<file path="config.mk">
export PLATFORM = sky130hd
export DESIGN_NAME = lsu_mem_ctrl
export DESIGN_NICKNAME = d
export VERILOG_FILES = /design/src/rtl/lsu_mem_ctrl.sv
export SDC_FILE = /design/constraint.sdc
export NUM_CORES = 1
export LEC_CHECK = 0
export CAP_MARGIN = 20
export CORE_MARGIN = 5
export CORE_UTILIZATION = 40
export CTS_CLUSTER_SIZE = 14
export DETAILED_ROUTE_END_ITERATION = 8
export HOLD_SLACK_MARGIN = 0.1
export PLACE_DENSITY_LB_ADDON = 0.2
export SLEW_MARGIN = 5
export SYNTH_ARGS = -nofsm -noshare
export SYNTH_HDL_FRONTEND = slang
export SYNTH_SLANG_ARGS = --single-unit
</file>
<file path="constraint.sdc">
create_clock -name clk -period 1.8 [get_ports clk]
set_input_delay 0.36 -clock clk [delete_from_list [all_inputs] [get_ports clk]]
set_output_delay 0.36 -clock clk [all_outputs]
set_load 0.01 [all_outputs]
</file>
<file path="src/rtl/lsu_mem_ctrl.sv">
// Load/store unit driving a single-cycle word memory: one RV32I load or store at a time,
// with sub-word extraction/extension on loads and read-modify-write for byte/halfword stores.
module lsu_mem_ctrl #(
    parameter int ADDR_W = 16,
    parameter int DATA_W = 32
) (
    input  logic              clk,
    input  logic              rst,
    input  logic              req_valid,
    output logic              req_ready,
    input  logic              req_we,
    input  logic [2:0]        req_funct3,
    input  logic [31:0]       req_addr,
    input  logic [DATA_W-1:0] req_wdata,
    output logic              resp_valid,
    output logic [DATA_W-1:0] resp_rdata,
    output logic              resp_err,
    output logic              mem_wEn,
    output logic [ADDR_W-1:0] address,
    output logic [DATA_W-1:0] write_data,
    input  logic [DATA_W-1:0] read_data
);

    typedef enum logic [2:0] {IDLE, LOAD, RMW_RD, WRITE, RESP} state_t;

    state_t            state_reg, state_next;
    logic [2:0]        funct3_reg, funct3_next;
    logic [1:0]        offset_reg, offset_next;
    logic [DATA_W-1:0] wdata_reg, wdata_next;
    logic              err_reg, err_next;
    logic [ADDR_W-1:0] address_reg, address_next;
    logic [DATA_W-1:0] write_data_reg, write_data_next;
    logic [DATA_W-1:0] resp_rdata_reg, resp_rdata_next;

    // Byte-address bits above the word-address field are intentionally dropped.
    logic unused_addr_bits;
    assign unused_addr_bits = ^req_addr[31:ADDR_W+2];

    // Request classification, evaluated on the live request inputs at accept time.
    logic req_illegal, req_misaligned;
    always_comb begin
        if (req_we)
            req_illegal = !(req_funct3 == 3'b000 || req_funct3 == 3'b001 || req_funct3 == 3'b010);
        else
            req_illegal = (req_funct3 == 3'b011 || req_funct3 == 3'b110 || req_funct3 == 3'b111);
        req_misaligned = ((req_funct3[1:0] == 2'b01) && req_addr[0]) ||
                         ((req_funct3[1:0] == 2'b10) && (req_addr[1:0] != 2'b00));
    end

    // Load extraction and extension from the currently addressed word.
    logic [7:0]        load_byte;
    logic [15:0]       load_half;
    logic [DATA_W-1:0] load_ext;
    always_comb begin
        load_byte = read_data[8*offset_reg +: 8];
        load_half = offset_reg[1] ? read_data[31:16] : read_data[15:0];
        case (funct3_reg)
            3'b000:  load_ext = {{24{load_byte[7]}}, load_byte};
            3'b100:  load_ext = {24'h000000, load_byte};
            3'b001:  load_ext = {{16{load_half[15]}}, load_half};
            3'b101:  load_ext = {16'h0000, load_half};
            default: load_ext = read_data;
        endcase
    end

    // Sub-word store merge: each byte lane takes new data only if the access covers it.
    logic [DATA_W-1:0] merged_word;
    generate
        for (genvar gi = 0; gi < 4; gi++) begin : g_lane
            logic lane_hit;
            assign lane_hit = (funct3_reg == 3'b000) ? (offset_reg == 2'(gi))
                                                     : (offset_reg[1] == 1'(gi >> 1));
            assign merged_word[8*gi +: 8] = !lane_hit ? read_data[8*gi +: 8] :
                                            (funct3_reg == 3'b000) ? wdata_reg[7:0]
                                                                   : wdata_reg[8*(gi % 2) +: 8];
        end
    endgenerate

    always_comb begin
        state_next      = state_reg;
        funct3_next     = funct3_reg;
        offset_next     = offset_reg;
        wdata_next      = wdata_reg;
        err_next        = err_reg;
        address_next    = address_reg;
        write_data_next = write_data_reg;
        resp_rdata_next = resp_rdata_reg;
        case (state_reg)
            IDLE: begin
                if (req_valid) begin
                    funct3_next  = req_funct3;
                    offset_next  = req_addr[1:0];
                    wdata_next   = req_wdata;
                    address_next = req_addr[ADDR_W+1:2];
                    if (req_illegal || req_misaligned) begin
                        err_next        = 1'b1;
                        resp_rdata_next = '0;
                        state_next      = RESP;
                    end else begin
                        err_next = 1'b0;
                        if (!req_we) begin
                            state_next = LOAD;
                        end else if (req_funct3 == 3'b010) begin
                            write_data_next = req_wdata;
                            state_next      = WRITE;
                        end else begin
                            state_next = RMW_RD;
                        end
                    end
                end
            end
            LOAD: begin
                resp_rdata_next = load_ext;
                state_next      = RESP;
            end
            RMW_RD: begin
                write_data_next = merged_word;
                state_next      = WRITE;
            end
            WRITE: begin
                resp_rdata_next = '0;
                state_next      = RESP;
            end
            RESP:    state_next = IDLE;
            default: state_next = IDLE;
        endcase
    end

    always_ff @(posedge clk) begin
        if (rst)
            state_reg <= IDLE;
        else
            state_reg <= state_next;
    end

    always_ff @(posedge clk) begin
        if (rst) begin
            funct3_reg     <= '0;
            offset_reg     <= '0;
            wdata_reg      <= '0;
            err_reg        <= 1'b0;
            address_reg    <= '0;
            write_data_reg <= '0;
            resp_rdata_reg <= '0;
        end else begin
            funct3_reg     <= funct3_next;
            offset_reg     <= offset_next;
            wdata_reg      <= wdata_next;
            err_reg        <= err_next;
            address_reg    <= address_next;
            write_data_reg <= write_data_next;
            resp_rdata_reg <= resp_rdata_next;
        end
    end

    // Gating with rst keeps a reset cycle from writing memory or signalling completion.
    assign req_ready  = (state_reg == IDLE);
    assign mem_wEn    = (state_reg == WRITE) & ~rst;
    assign resp_valid = (state_reg == RESP) & ~rst;
    assign resp_err   = err_reg;
    assign resp_rdata = resp_rdata_reg;
    assign address    = address_reg;
    assign write_data = write_data_reg;

endmodule

</file>
* Word level (Yosys, flattened, before mapping)
Index checks and enable logic that the tools add are counted.
** Storage, ports and cells
- Memory bits (read-only) :: 0
- Bits in latches :: 0
- Memories kept :: 0
- Output and inout port bits :: 84
- Memory bits (writable) :: 0
- Bits in registers :: 105
** Cells by class
- Shifts and indexed selects :: 1
- Equality and inequality tests :: 22
- Divide/modulo/power cells :: 0
- Order comparisons :: 0
- Multiplexer cells :: 26
- Bitwise operators :: 4
- Reduce and logical (&&, ||, !) cells :: 20
- Multipliers :: 0
- $add $sub $neg :: 0
** Operators with widths (count)
- 32-bit 2-to-1 mux :: 6
- 32-bit one-hot mux with 4 select lines :: 1
- 32-bit one-hot mux with 3 select lines :: 1
- 32-bit one-hot mux with 2 select lines :: 1
- 8-bit 2-to-1 mux :: 5
- 32-bit by 6-bit variable part select with 8-bit output :: 1
- 16-bit 2-to-1 mux :: 1
- 3-bit == test, second input constant :: 5
- 3-bit by 2-bit == test with 1-bit output, second input constant :: 4
- 3-bit by 1-bit == test with 1-bit output, second input constant :: 3
- 3-bit logical NOT :: 3
- 3-bit one-hot mux with 3 select lines :: 1
- 1-bit 2-to-1 mux :: 7
- 2-bit == test, second input constant :: 3
- 1-bit logical OR :: 6
- 3-bit 2-to-1 mux :: 2
- 2-bit by 1-bit != test with 1-bit output, second input constant :: 3
- 5-bit AND reduction :: 1
- 2-bit by 1-bit == test with 1-bit output, second input constant :: 2
- 2-bit != test, second input constant :: 2
- 2-bit nonzero test :: 2
- 3-bit AND reduction :: 1
- 3-bit nonzero test :: 1
- 1-bit bitwise AND :: 2
- 7 further kinds :: 9

* Longest topological paths before layout
- Word-level depth :: 9
- Depth in mapped cells :: 7
- Mapped depth without buffers :: 4

* Least setup slack after synthesis
No wires, ideal clock.
- Path kind :: flip-flop to flip-flop
- Start point :: register offset_reg[0]
- End point :: register write_data_reg[0] (netlist: write_data[0])
- Slack :: 0.031 ns
- Period minus slack after synthesis :: 1.769 ns
- Setup time :: 0.101 ns
- Data required time :: 1.699 ns
- Arrival :: 1.668 ns
- Cell stages (with the launch flop) :: 7
- Cells stage by stage :: dfxtp_1 > buf_2 > nor2b_1 > a21o_1 > clkbuf_1 > mux2_2 > o41ai_1
** Between the ends
- Longest elaborated chain between the ends :: 4
** Ends and longest elaborated chain
- start: declaration :: line 28 : logic [1:0] offset_reg, offset_next;
- start signal: assignment :: line 147 : offset_reg <= offset_next;
- 2-bit logical NOT :: line 71 : assign lane_hit = (funct3_reg == 3'b000) ? (offset_reg == 2'(gi))
- 1-bit 2-to-1 mux :: line 71
- 8-bit 2-to-1 mux :: line 73 : assign merged_word[8*gi +: 8] = !lane_hit ? read_data[8*gi +: 8] :
- 32-bit one-hot mux with 2 select lines :: line 88 : case (state_reg)
- end signal: assignment :: line 151 : write_data_reg <= write_data_next;
- end: declaration :: line 32 : logic [DATA_W-1:0] write_data_reg, write_data_next;
Every way passes these cells.
A chain may end at the register's enable or synchronous reset.

* Worst setup path after layout
- Start point :: register funct3_reg[0]
- End point :: register resp_rdata_reg[28] (netlist: resp_rdata[28])
** Between the ends
- Longest elaborated chain between the ends :: 3
- Elaborated cells on any way between the ends :: 6
- Those cells by class :: eq/ne (3); mux (2); reduce/logical (1)
** Ends and longest elaborated chain
- start: declaration :: line 27 : logic [2:0] funct3_reg, funct3_next;
- start signal: assignment :: line 146 : funct3_reg <= funct3_next;
- 3-bit == test (tied with other cells) :: line 57 : case (funct3_reg)
- 32-bit one-hot mux with 4 select lines * :: line 57
- 32-bit one-hot mux with 3 select lines * :: line 88
- end signal: assignment :: line 152 : resp_rdata_reg <= resp_rdata_next;
- end: declaration :: line 33 : logic [DATA_W-1:0] resp_rdata_reg, resp_rdata_next;
Every way passes the cells marked *; elsewhere a longest branch is shown, timed or not.

==> run_results.csv <==
group,metric,value,unit
status,status,"finished clean",
clocking,cts_tree,"done",
yosys,synthArstFlopShare,0,%
yosys,synth_common_cells,"dfxtp_1 (105), nand2_1 (94), nor2_1 (61)",
power_and_ir_drop,p_leak,3.024,nW
yosys,synth_xor_area_share,0,%
yosys,syn_area,5026,um2
sta,setup_viol,0,
yosys,synthTopCellsByArea,"dfxtp_1 (42%), nand2_1 (7.0%), mux2_2 (5.6%), a21oi_1 (4.9%), nor2_1 (4.6%)",
floorplan,start_util,40.32,%
sta,fin_crit,1.761,ns
power_and_ir_drop,irDropWorstVdd,0.4801,mV
route,drt_iter0_drc,432,
global_route,track_usage,22.22,%
sta,period_share,97.81,%
worst_setup_path,worstPathRequired,2.05,ns
cells_and_area,drive_above_1_share,17.07,%
global_route,antenna_found_initial,0,
yosys,yosys.area.top_type_share,41.82,%
cells_and_area,antenna_cells,0,
power_and_ir_drop,p_per_area,764.7,nW/um2
sta,hold_ws,0.4094,ns
route,drt-total-wl,17000,um
worst_setup_path,worstPathCellList,"buf_4 -> buf_4 -> nor2_1 -> mux2i_1 -> o21ai_1 -> buf_12 -> a32o_1",
cells_and_area,area_growth,53.30,%
yosys,ys_ff_latch,105,
worst_setup_path,path_common_cell,"buf_4",
sta,max_freq,568.0,MHz
yosys,yosysMostFrequentCell,"dfxtp_1",
yosys,synth.area.mux_share,9.435,%
placed_design,gp_congestion,0.9792,
floorplan,die_h,122.1,um
global_route,grt.overflow.total,0,
worst_setup_path,slowest_delay,0.35,ns
sta,hold_viol_final,0,
clocking,cts_buffer_depth,2,
route,drc_errors,0,
yosys,synth_top_family_by_area,"compound AO/OA/AOI/OAI gates",
yosys,synth_compound_area_share,23.67,%
floorplan,ios,187,
placed_design,dpl.cell_count,932,
sta,finClkSkew,0.005889,ns
cells_and_area,postLayoutCellArea,7705,um2
worst_setup_path,cp-start-kind,"flop",
sta,layout_setup_ws,0.03950,ns
floorplan,dieArea,14910,um2
yosys,synth_area_per_cell,8.577,um2
yosys,synth_warnings,0,
clocking,htreeDepth,3,
clocking,cts_buffers,9,
yosys,synth-simple-area-share,20.44,%
hold_path,min_path_type,"primary input to flop",
sta,maxSlewHeadroom,74.13,%
yosys,ys_types,45,
yosys,ys_seq_area_share,41.82,%
route,wire_per_inst,17.88,um
yosys,synth-adder-area-share,0,%
clocking,path_clk_slew,0.07,ns
global_route,grt_pass1_wl,26190,um
cells_and_area,nNetsFinal,878,
route,dr.pass1.iters,5,
placed_design,portBuffers,172,
power_and_ir_drop,finalPower,0.005892,W
worst_setup_path,cp_max_fo,16,
worst_setup_path,end_kind,"flop",
global_route,grt_pass1_vias,5190,
route,ant_nets,0,
floorplan,die_w,122.1,um
clocking,cts_hold_buf,0,
cells_and_area,nFillCells,1085,
yosys,synth_cells,586,
placed_design,dpl.hpwl,13040,um
sta,slew_violations,0,
yosys,synth_ff_type,"dfxtp_1",
route,vias_per_cell,5.461,
yosys,syn_nets,689,
yosys,synth_area_leader_cell,"dfxtp_1",
route,vias,5193,
clocking,cts_sinks,105,
worst_setup_path,worstPathArrival,2.01,ns
placed_design,dpl-instance-area,7231,um2
placed_design,preCtsSetupSlack,-0.4549,ns
worst_setup_path,worstSetupPathType,"flop to flop",
sta,tightestPinTransition,0.3772,ns
global_route,grt_max_degree,66,
clocking,worstSkewPairLatency,0.35,ns
flow_run,drv_cap,0,
sta,grt_setup_unrepaired,"no",
worst_setup_path,critPathSlowestCell,"dfxtp_1",
floorplan,core-area,12470,um2
cells_and_area,instances_no_fill,951,
floorplan,rows,41,
yosys,synth_edf_count,0,
clocking,cts_root_buf,"clkbuf_16",
-- cell usage in the layout, fill, tap and decap left out, drive strengths merged --
cell,instances
clkdlybuf4s50,163
dfxtp,105
nand2,94
nor2,63
buf,55
a21oi,50
nand2b,26
o21ai,26
mux2,25
mux2i,17
nand3,17
a221oi,17
o41ai,17
a32o,16
o221a,16
clkbuf,13
a21o,11
and2,7
inv,6
nor3,5
dlygate4sd2,4
or3,2
o21a,2
bufinv,2
dlymetal6s2s,2
nor4b,2
or3b,2
clkinv,2
a211oi,2
nor4bb,1
nor4,1
o311a,1
mux4,1
and4bb,1
nor3b,1
a41oi,1
nor2b,1
a31oi,1
clkinvlp,1
-- worst max-delay path: cells and delay by family, from the launching register on --
kind / cells / cell delay, ns
flops: 1 / 0.35
compound gates: 2 / 0.36
buf+inv: 3 / 0.53
mux: 1 / 0.24
simple gates: 1 / 0.17
-- power breakdown --
part | switching [W] | internal, W
clock | 0.000886 | 0.00122
combinational | 0.000615 | 0.000654
sequential | 0.0000817 | 0.00244
-- cells by family (layout without fill, tap and decap cells) --
logic type	Yosys count	count (layout)
AOI/OAI and AO/OA	160	160
and+or+nand+nor	223	223
muxes	43	43
buffers and inverters	55	248
DFF	105	105
-- metal layers --
layer  share of wire, %  global-route usage (%)
met4                2.2                   7.348
met1                 40                   26.52
met2                 49                   37.33
met3                8.6                   7.799
met5                  0                       0
-- cell type report --
type | count | area, um2 | share of cell area [%]
Timing Repair Buffer | 228 | 2241 | 29.08
Multi-Input combinational cell | 426 | 2806 | 36.42
Inverter | 5 | 18.77 | 0.2436
Clock buffer | 9 | 225.2 | 2.923
Sequential cell | 105 | 2108 | 27.36
Tap cell | 172 | 215.2 | 2.793
Clock inverter | 6 | 90.09 | 1.169
-- final timing paths --
check,from,endpoint,slack [ns],depth (start not counted)
min reg2reg,address[9],address[9],0.45,2
max reg2reg,funct3_reg[0],resp_rdata[28],0.04,7
min,rst,address[9],0.41,3
max,funct3_reg[0],resp_rdata[28],0.04,7
-- through the flow --
step | utilization (%) | setup TNS (ns)
2_1_floorplan | - | 0
3_3_place_gp | 58.00 | -23.03
3_5_place_dp | 58.00 | -26.02
4_1_cts | 60.72 | -0.07791
5_1_grt | 61.81 | 0
6_report | 61.81 | 0
-- timing repair --
item,in CTS,in global routing
cloned,0,3
setup buffers,1,0
setup endpoints to repair,31,36
pin swaps,1,3
resized for setup,12,21
Note: power is estimated with default switching activity, not from simulation.
